--- src/rtl/result_bcd_display.sv ---
// -----------------------------------------------------------------------------
// result_bcd_display
//   Sequential binary-to-BCD converter (double dabble, one shift per clock)
//   with a seven-segment encoder for the calculator result.
//
//   Optional feature macro: BCD_SIGNED_EN
//     When defined, resultado is two's complement. The magnitude is converted
//     and neg reports the sign. When undefined, neg is tied to 0.
//
//   Parameters
//     N       calculator operand width (input is 2N bits)
//     DIGITS  number of BCD digits (10^DIGITS > 2^(2N))
//
//   Ports
//     clk        rising-edge clock
//     rst        asynchronous active-high reset
//     start      convert request, sampled only in IDLE
//     resultado  2N-bit result word to display
//     busy       high while a conversion is in progress
//     done       one-cycle pulse when bcd/seg/neg carry a new value
//     neg        sign flag (BCD_SIGNED_EN only)
//     bcd        digit k at bcd[4k+3:4k], k=0 is ones
//     seg        active-low {g,f,e,d,c,b,a} per digit, digit k at seg[7k+6:7k]
// -----------------------------------------------------------------------------
module result_bcd_display #(
    parameter int N      = 4,
    parameter int DIGITS = 3
) (
    input  logic                  clk,
    input  logic                  rst,
    input  logic                  start,
    input  logic [2*N-1:0]        resultado,
    output logic                  busy,
    output logic                  done,
    output logic                  neg,
    output logic [4*DIGITS-1:0]   bcd,
    output logic [7*DIGITS-1:0]   seg
);

    localparam int VW = 2 * N;
    localparam int BW = 4 * DIGITS;
    localparam int SW = BW + VW;
    localparam int CW = $clog2(2 * N + 1);

    localparam logic [7*DIGITS-1:0] SEG_ZEROS = {DIGITS{7'b1000000}};

    typedef enum logic [1:0] {
        S_IDLE,
        S_SHIFT,
        S_DONE
    } state_t;

    state_t              r_state;
    logic [SW-1:0]       r_sr;
    logic [CW-1:0]       r_cnt;
    logic                r_done;
    logic [BW-1:0]       r_bcd;
    logic [7*DIGITS-1:0] r_seg;

    logic [SW-1:0]       w_adj;
    logic [7*DIGITS-1:0] w_seg;
    logic [VW-1:0]       w_value;

    function automatic logic [6:0] seg7(input logic [3:0] d);
        case (d)
            4'd0:    seg7 = 7'b1000000;
            4'd1:    seg7 = 7'b1111001;
            4'd2:    seg7 = 7'b0100100;
            4'd3:    seg7 = 7'b0110000;
            4'd4:    seg7 = 7'b0011001;
            4'd5:    seg7 = 7'b0010010;
            4'd6:    seg7 = 7'b0000010;
            4'd7:    seg7 = 7'b1111000;
            4'd8:    seg7 = 7'b0000000;
            4'd9:    seg7 = 7'b0010000;
            default: seg7 = 7'b1111111;
        endcase
    endfunction

    // Binary field passes through untouched; each BCD nibble gets its +3
    // correction before the shift so it carries correctly into the next digit.
    assign w_adj[VW-1:0] = r_sr[VW-1:0];

    generate
        for (genvar gi = 0; gi < DIGITS; gi++) begin : g_digit
            assign w_adj[VW+4*gi +: 4] = (r_sr[VW+4*gi +: 4] >= 4'd5)
                                       ? r_sr[VW+4*gi +: 4] + 4'd3
                                       : r_sr[VW+4*gi +: 4];
            assign w_seg[7*gi +: 7] = seg7(r_sr[VW+4*gi +: 4]);
        end
    endgenerate

`ifdef BCD_SIGNED_EN
    logic r_sign;
    logic r_neg;

    // Negating in VW bits makes -2^(VW-1) map to its own bit pattern, which
    // is exactly the unsigned magnitude 2^(VW-1).
    assign w_value = resultado[VW-1] ? VW'(-resultado) : resultado;
    assign neg     = r_neg;

    always_ff @(posedge clk or posedge rst) begin
        if (rst) begin
            r_sign <= 1'b0;
            r_neg  <= 1'b0;
        end else begin
            if (r_state == S_IDLE && start)
                r_sign <= resultado[VW-1];
            if (r_state == S_DONE)
                r_neg <= r_sign;
        end
    end
`else
    assign w_value = resultado;
    assign neg     = 1'b0;
`endif

    always_ff @(posedge clk or posedge rst) begin
        if (rst) begin
            r_state <= S_IDLE;
            r_sr    <= '0;
            r_cnt   <= '0;
            r_done  <= 1'b0;
            r_bcd   <= '0;
            r_seg   <= SEG_ZEROS;
        end else begin
            r_done <= 1'b0;
            case (r_state)
                S_IDLE: begin
                    if (start) begin
                        r_sr    <= {{BW{1'b0}}, w_value};
                        r_cnt   <= '0;
                        r_state <= S_SHIFT;
                    end
                end
                S_SHIFT: begin
                    r_sr  <= {w_adj[SW-2:0], 1'b0};
                    r_cnt <= r_cnt + 1'b1;
                    if (r_cnt == CW'(2 * N - 1))
                        r_state <= S_DONE;
                end
                S_DONE: begin
                    r_bcd   <= r_sr[SW-1:VW];
                    r_seg   <= w_seg;
                    r_done  <= 1'b1;
                    r_state <= S_IDLE;
                end
                default: r_state <= S_IDLE;
            endcase
        end
    end

    assign busy = (r_state != S_IDLE);
    assign done = r_done;
    assign bcd  = r_bcd;
    assign seg  = r_seg;

endmodule

--- config.mk ---
export PLATFORM = sky130hd
export DESIGN_NAME = result_bcd_display
export DESIGN_NICKNAME = d
export VERILOG_FILES = /design/src/rtl/result_bcd_display.sv
export SDC_FILE = /design/constraint.sdc
export NUM_CORES = 1
export LEC_CHECK = 0
export ABC_AREA = 1
export CAP_MARGIN = 20
export CORE_MARGIN = 10
export CORE_UTILIZATION = 54
export DETAILED_ROUTE_END_ITERATION = 10
export GPL_TIMING_DRIVEN = 0
export PLACE_DENSITY_LB_ADDON = 0.2
export SLEW_MARGIN = 20
export SYNTH_ARGS = -nofsm -noshare
export SYNTH_HDL_FRONTEND = slang
export SYNTH_SLANG_ARGS = --single-unit
--- constraint.sdc ---
create_clock -name clk -period 2.9 [get_ports clk]
set_input_delay 0.725 -clock clk [delete_from_list [all_inputs] [get_ports clk]]
set_output_delay 0.725 -clock clk [all_outputs]
set_load 0.1 [all_outputs]
==> Flow_metrics.wiki <==
{| class="wikitable"
! Metric !! Value
|-
| Diodes inserted || 0
|-
| Final clock period utilization by the worst path || 95.9%
|-
| Worst clock skew || 6.15 ps
|-
| Worst Hold Depth || 2
|-
| Initial DRC Count || 141
|-
| Gates resized, CTS repair || 0
|-
| Element type at the critical path end || primary output
|-
| TritonCTS clock tree || done
|-
| ANT nets after route || 0
|-
| #FFs+latches synth || 60
|-
| Via/cell ratio || 5.15
|-
| Least-Margin Pin Slew || 985 ps
|-
| Final-report max-slew violation count || 0
|-
| Post-DP HPWL || 4860 um
|-
| Min-delay src || r_sr[0]
|-
| Number of standard-cell rows in the floorplan || 27
|-
| Antenna violations before repair || 0
|-
| Synthesized area per cell || 8.31 sq um
|-
| Total global-route track usage || 16.4%
|-
| Critical path launch point || r_state[0]
|-
| Count of vias placed by the detailed router || 2,564
|-
| Portion of netlist area occupied by mux cells || 0%
|-
| Fmax || 0.360 GHz
|-
| YS warnings || 0
|-
| Starting density of the core || 55.4%
|-
| Die extent in y || 95.0 um
|-
| Post-Synth Simple-Gate Area || 24.4%
|-
| Post-synthesis net count || 393
|-
| Arrival time worst endpoint || 2060 ps
|-
| Portion of the post-synthesis area used by sequential elements || 49.6%
|-
| Largest net degree at the start of global routing || 61
|-
| I/O Buffers || 45
|-
| Share of layout cells above drive strength 1 || 10.8%
|-
| Worst reg2reg path depth || 5
|-
| Number of hold violations in the final report || 0
|-
| Worst hold-check path type || register to register
|-
| Number of remaining DRC errors || 0
|-
| Level count of the clock H-tree || 3
|-
| Clock buffer count from CTS || 9
|-
| Finish-stage setup viols || 0
|-
| CTS Hold Buffers Added || 0
|-
| Placeable core region || 5470 sq um
|-
| Required time of the worst setup path || 2170 ps
|-
| Buffers inserted by post-CTS timing repair || 0
|-
| Critical path fanouts, max || 4
|-
| Clk sinks || 60
|-
| Area of the die || 9020 sq um
|-
| Critical Path, Cell by Cell || nor2_1 > inv_1 > clkdlybuf4s50_1
|-
| XOR/XNOR Fraction of Synth Area || 0%
|-
| Startpoint-to-endpoint class of the critical path || register to primary output
|-
| Complex-gate fraction of the synthesized area || 11.2%
|-
| Global-route wire length before repair || 11,700 um
|-
| Status || finished clean
|-
| Worst slew slack as a fraction of its limit || 34.1%
|-
| Library cell used as clock root buffer || sky130_fd_sc_hd__clkbuf_8
|-
| Maximum count of clock buffers along a single path || 2
|-
| Max incr delay on CP || 1130 ps
|-
| Latest clock arrival within the worst-skew pair || 340 ps
|-
| Via count of the first global-routing pass || 2,601
|-
| Final net count || 449
|-
| Kind of start point of the critical path || register
|-
| Max-capacitance violation count || 0
|-
| Total detailed-routing wirelength || 6790 um
|-
| Worst reg-to-reg setup slack || 1330 ps
|-
| Setup repair after global routing missed its margin || no
|-
| Wire length per cell after detailed routing || 13.6 um
|-
| Clock slew at reported path FFs || 70 ps
|-
| Width of the die || 95.0 um
|-
| Terminus of the critical flop-to-flop path || r_sr[15]
|-
| Final critical delay including setup and external delays || 2780 ps
|-
| Largest family of logic cells by synthesized area || simple AND/OR/NAND/NOR gates
|-
| Launch instance of the worst register-to-register path || r_sr[12]
|-
| Cell at the slowest stage of the critical path || sky130_fd_sc_hd__clkdlybuf4s50_1
|-
| Number of search-and-repair iterations in the first detailed-routing pass || 4
|-
| Boundary pin count || 47
|-
| Placer's final routability congestion estimate || 0.859
|-
| End point of the most critical hold path || r_sr[0]
|-
| Total grt overflow || 0
|-
| Utilization after layout || 68.8%
|-
| Setup TNS || 0 ps
|-
| Cells after synthesis || 365
|-
| Distinct cell type count after synthesis || 28
|-
| Synthesized cell area || 3030 sq um
|-
| Area added between synthesis and finish || 24.1%
|-
| Adder-Cell Fraction of Synth Area || 7.01%
|}
==> stage by stage <==
stage | area [sq um] | cells | setup slack [ps] | hold slack [ps]
6_report | 3760 | 498 | 119 | 472
2_1_floorplan | 3030 | 365 | 695 | 432
3_3_place_gp | 3570 | 482 | -326 | 453
4_1_cts | 3760 | 498 | 89.5 | 475
3_5_place_dp | 3580 | 482 | 477 | 461
5_1_grt | 3760 | 498 | 31.0 | 522
==> worst max-delay path, delay by kind of cell, from the launching register on <==
kind,cells,cell delay [ps]
buf+inv,2,1190
flops,1,420
simple gates,1,90
==> layout by cell type (no fill, tap or decap), types with 12 or more instances in the layout <==
cell type | netlist | final
sky130_fd_sc_hd__ha_1 | 17 | 17
sky130_fd_sc_hd__a21oi_1 | 21 | 21
sky130_fd_sc_hd__o21ai_0 | 32 | 32
sky130_fd_sc_hd__clkdlybuf4s50_1 | 0 | 45
sky130_fd_sc_hd__inv_1 | 24 | 23
sky130_fd_sc_hd__nor2_1 | 49 | 49
sky130_fd_sc_hd__nand2_1 | 88 | 88
sky130_fd_sc_hd__clkbuf_8 | 0 | 12
sky130_fd_sc_hd__nand3_1 | 32 | 32
sky130_fd_sc_hd__dfrtp_1 | 57 | 57
==> registers in the layout, indices dropped and copies added (netlist names) <==
signal	count
r_state	2
seg	21
r_cnt	4
done	1
r_sr	20
bcd	12
==> routing by layer <==
layer  part of all wire, %  GRT usage [%]  vias up  routed length [um]
li1                      -              -     1293                   -
met1                    43           18.8     1189                2900
met2                    48           26.8       73                3260
met3                   7.2           5.55        9                 490
met4                   1.9           7.98        0                 132
met5                     0              0        -                   0
==> synth_stat cells, drive strengths merged <==
| library cell | instances | share of area (%) |
|---|---|---|
| a21boi | 2 | 0.49 |
| a21oi | 21 | 3.5 |
| buf | 13 | 3.7 |
| clkbuf | 1 | 0.12 |
| conb | 1 | 0.12 |
| dfrtp | 57 | 47 |
| dfstp | 3 | 2.6 |
| ha | 17 | 7.0 |
| inv | 29 | 3.8 |
| nand2 | 92 | 12 |
| nand3 | 32 | 5.3 |
| nand4 | 1 | 0.21 |
| nor2 | 51 | 6.5 |
| nor3 | 2 | 0.33 |
| o21ai | 39 | 6.6 |
| o221ai | 1 | 0.29 |
| o22ai | 2 | 0.41 |
| or2 | 1 | 0.21 |
==> cell families (layout without fill, tap and decap cells) <==
group	after synthesis	after routing
flops	60	60
fa+ha+maj	17	17
simple gates	179	179
compound gates	65	65
buf+inv	43	104
other cells	1	1
==> area by class of cell <==
cell class	count	area, sq um
multi-input combinational	262	1300
inverter	29	119
timing repair buffer	45	450
buffer	14	116
tap	72	90.1
fill	467	1710
clock buffer	12	165
clock inverter	4	22.5
sequential	60	1510
==> how the worst max path moves through the flow <==
stage / endpoint / slack, ps
2_1_floorplan: bcd[0] / 700
3_3_place_gp: seg[0] / -330
3_5_place_dp: busy / 480
4_1_cts: busy / 90
5_1_grt: busy / 30
6_report: busy / 120
Power is left out: the tool's default activity adds up to more than one toggle a clock period on the data nets, which glitch-free logic cannot reach.
==> RTL edit (same flow settings) <==
The parameter `DIGITS` goes from 3 to 6.
--- a/src/rtl/result_bcd_display.sv
+++ b/src/rtl/result_bcd_display.sv
@@ -24,7 +24,7 @@
 // -----------------------------------------------------------------------------
 module result_bcd_display #(
     parameter int N      = 4,
-    parameter int DIGITS = 3
+    parameter int DIGITS = 6
 ) (
     input  logic                  clk,
     input  logic                  rst,
Interface: changed (resized bcd and seg); port bits go from 47 to 80. The function was not compared with the original's and may differ.
==> RTL edit against the original RTL <==
Sequential cell count is 45 higher; final area increased by 74%; wire length rose by 98%; synthesized area grew 76%; highest routed layer unchanged; critical endpoint is now seg[41]; maximum frequency is 0.84% lower; setup slack got worse by 24 ps; largest cell class unchanged; count of clock-buffer cells in the layout shrank 1.
Power is not shown: default switching activity piles up to over one toggle a cycle in this logic, so the estimate is an artifact.
==> RTL edit: results (changes against the original RTL) <==
Yosys
  • Synth area leaders: dfrtp_1, nand2_1, ha_1
  • Post-synthesis sequential area ratio: 49.4% (-0.19 points)
  • Yosys cell types: 27 (-3.6%)
  • Synth top cells by count: nand2_1, dfrtp_1, nor2_1, nand3_1, o21ai_0
  • Post-Syn Area per Cell: 8.07 um^2 (-3.0%)
  • Syn nets: 705 (+79%)
  • Synth Area in Adders: 7.74% (+0.73 points)

Worst setup path
  • Crit path DAT: 2080 ps (+20 ps)
  • R2R setup slack: 1290 ps (-40 ps)
  • Worst reg2reg path depth: 7 (+2)
  • Crit-path max cell delay: 1150 ps (+20 ps)
  • Reg-to-reg startpoint: r_state[0]$_DFFE_PP0P_
  • Crit path max fanout: 2 (-2)
  • Critical Path Start: seg[41]$_DFFE_PP1P_
  • RR Endpoint: seg[32]$_DFFE_PP0P_

Drt
  • 1st-iter DRT viols: 316 (+120%)
  • Vias per cell: 5.33 (+3.6%)
  • Vias: 4753 (+85%)
  • Pre-antenna DRT Iters: 5 (+1)

Layout
  • Fin nets: 797 (+78%)
  • Largest register FFs: 42 (+100%)
  • Share of cells above drive strength 1: 7.92% (-2.9 points)

Placed design
  • Detailed-placement wirelength estimate: 9790 um (+100%)
  • Placer Congestion: 0.887 (+3.2%)
  • Placed cell count: 875 (+82%)

Status
  • Status: finished, final reports clean

Worst hold path
  • Worst Hold Path EP: r_state[1]$_DFFE_PP0P_
  • Hold path depth: 1 (-1)
  • Hold_sp: r_cnt[3]$_DFFE_PP0P_

Global routing
  • Vias in the first global route: 4659 (+79%)
  • Largest net degree at the start of global routing: 35 (-43%)
  • First-pass GRT wire length: 22600 um (+93%)

Clocking
  • Clock Latency Late Sink: 380 ps (+40 ps)
  • CTS clock-pin slew for the worst setup and hold paths: 100 ps (+30 ps)

Timing
  • Slew margin rel.: 33.6% (-0.48 points)
-- RTL edit: changes by cell type in the layout (fill, tap and decap cells not counted), sizes merged, moves of 12 or more --
| cell | delta |
|---|---|
| nand2 | +73 |
| dfrtp | +42 |
| nand3 | +39 |
| o21ai | +36 |
| nor2 | +35 |
| clkdlybuf4s50 | +32 |
| inv | +24 |
| ha | +16 |
| buf | +14 |
| a21oi | +12 |
-- RTL edit: metrics by stage --
stage / area (um^2) / setup WS (ps) / util, % / TNS (ps) / hold WS, ps
2_1_floorplan: 5340 / 920 / - / 0 / 432
3_3_place_gp: 6280 / -78.7 / 64.9 / -6910 / 467
3_5_place_dp: 6340 / 458 / 65.5 / 0 / 449
4_1_cts: 6540 / 27.5 / 67.5 / 0 / 481
5_1_grt: 6540 / 63.1 / 67.6 / 0 / 511
6_report: 6540 / 95.2 / 67.6 / 0 / 485
-- RTL edit: per-layer routing --
metal  wire (um)  GRT usage (%)  part of all wire [%]  vias to the layer above
met3         892           4.87                   6.6                       14
met4         176           7.16                   1.3                        0
met5           0              0                     0                        -
li1            -              -                     -                     2316
met2        6320           29.6                    47                      156
met1        6070           25.4                    45                     2267
-- RTL edit: area by class of cell --
class	instances	area, um^2
Buffer	27	149
Clock buffer	11	141
Clock inverter	5	55.1
Fill cell	819	3140
Inverter	56	214
Multi-Input combinational cell	473	2340
Sequential cell	105	2640
Tap cell	133	166
Timing Repair Buffer	81	843
-- RTL edit: timing repair --
action | in CTS | in global routing
endpoints found under the hold margin | 0 | 0
gates resized for setup | 0 | 1
setup endpoints to repair | 0 | 1
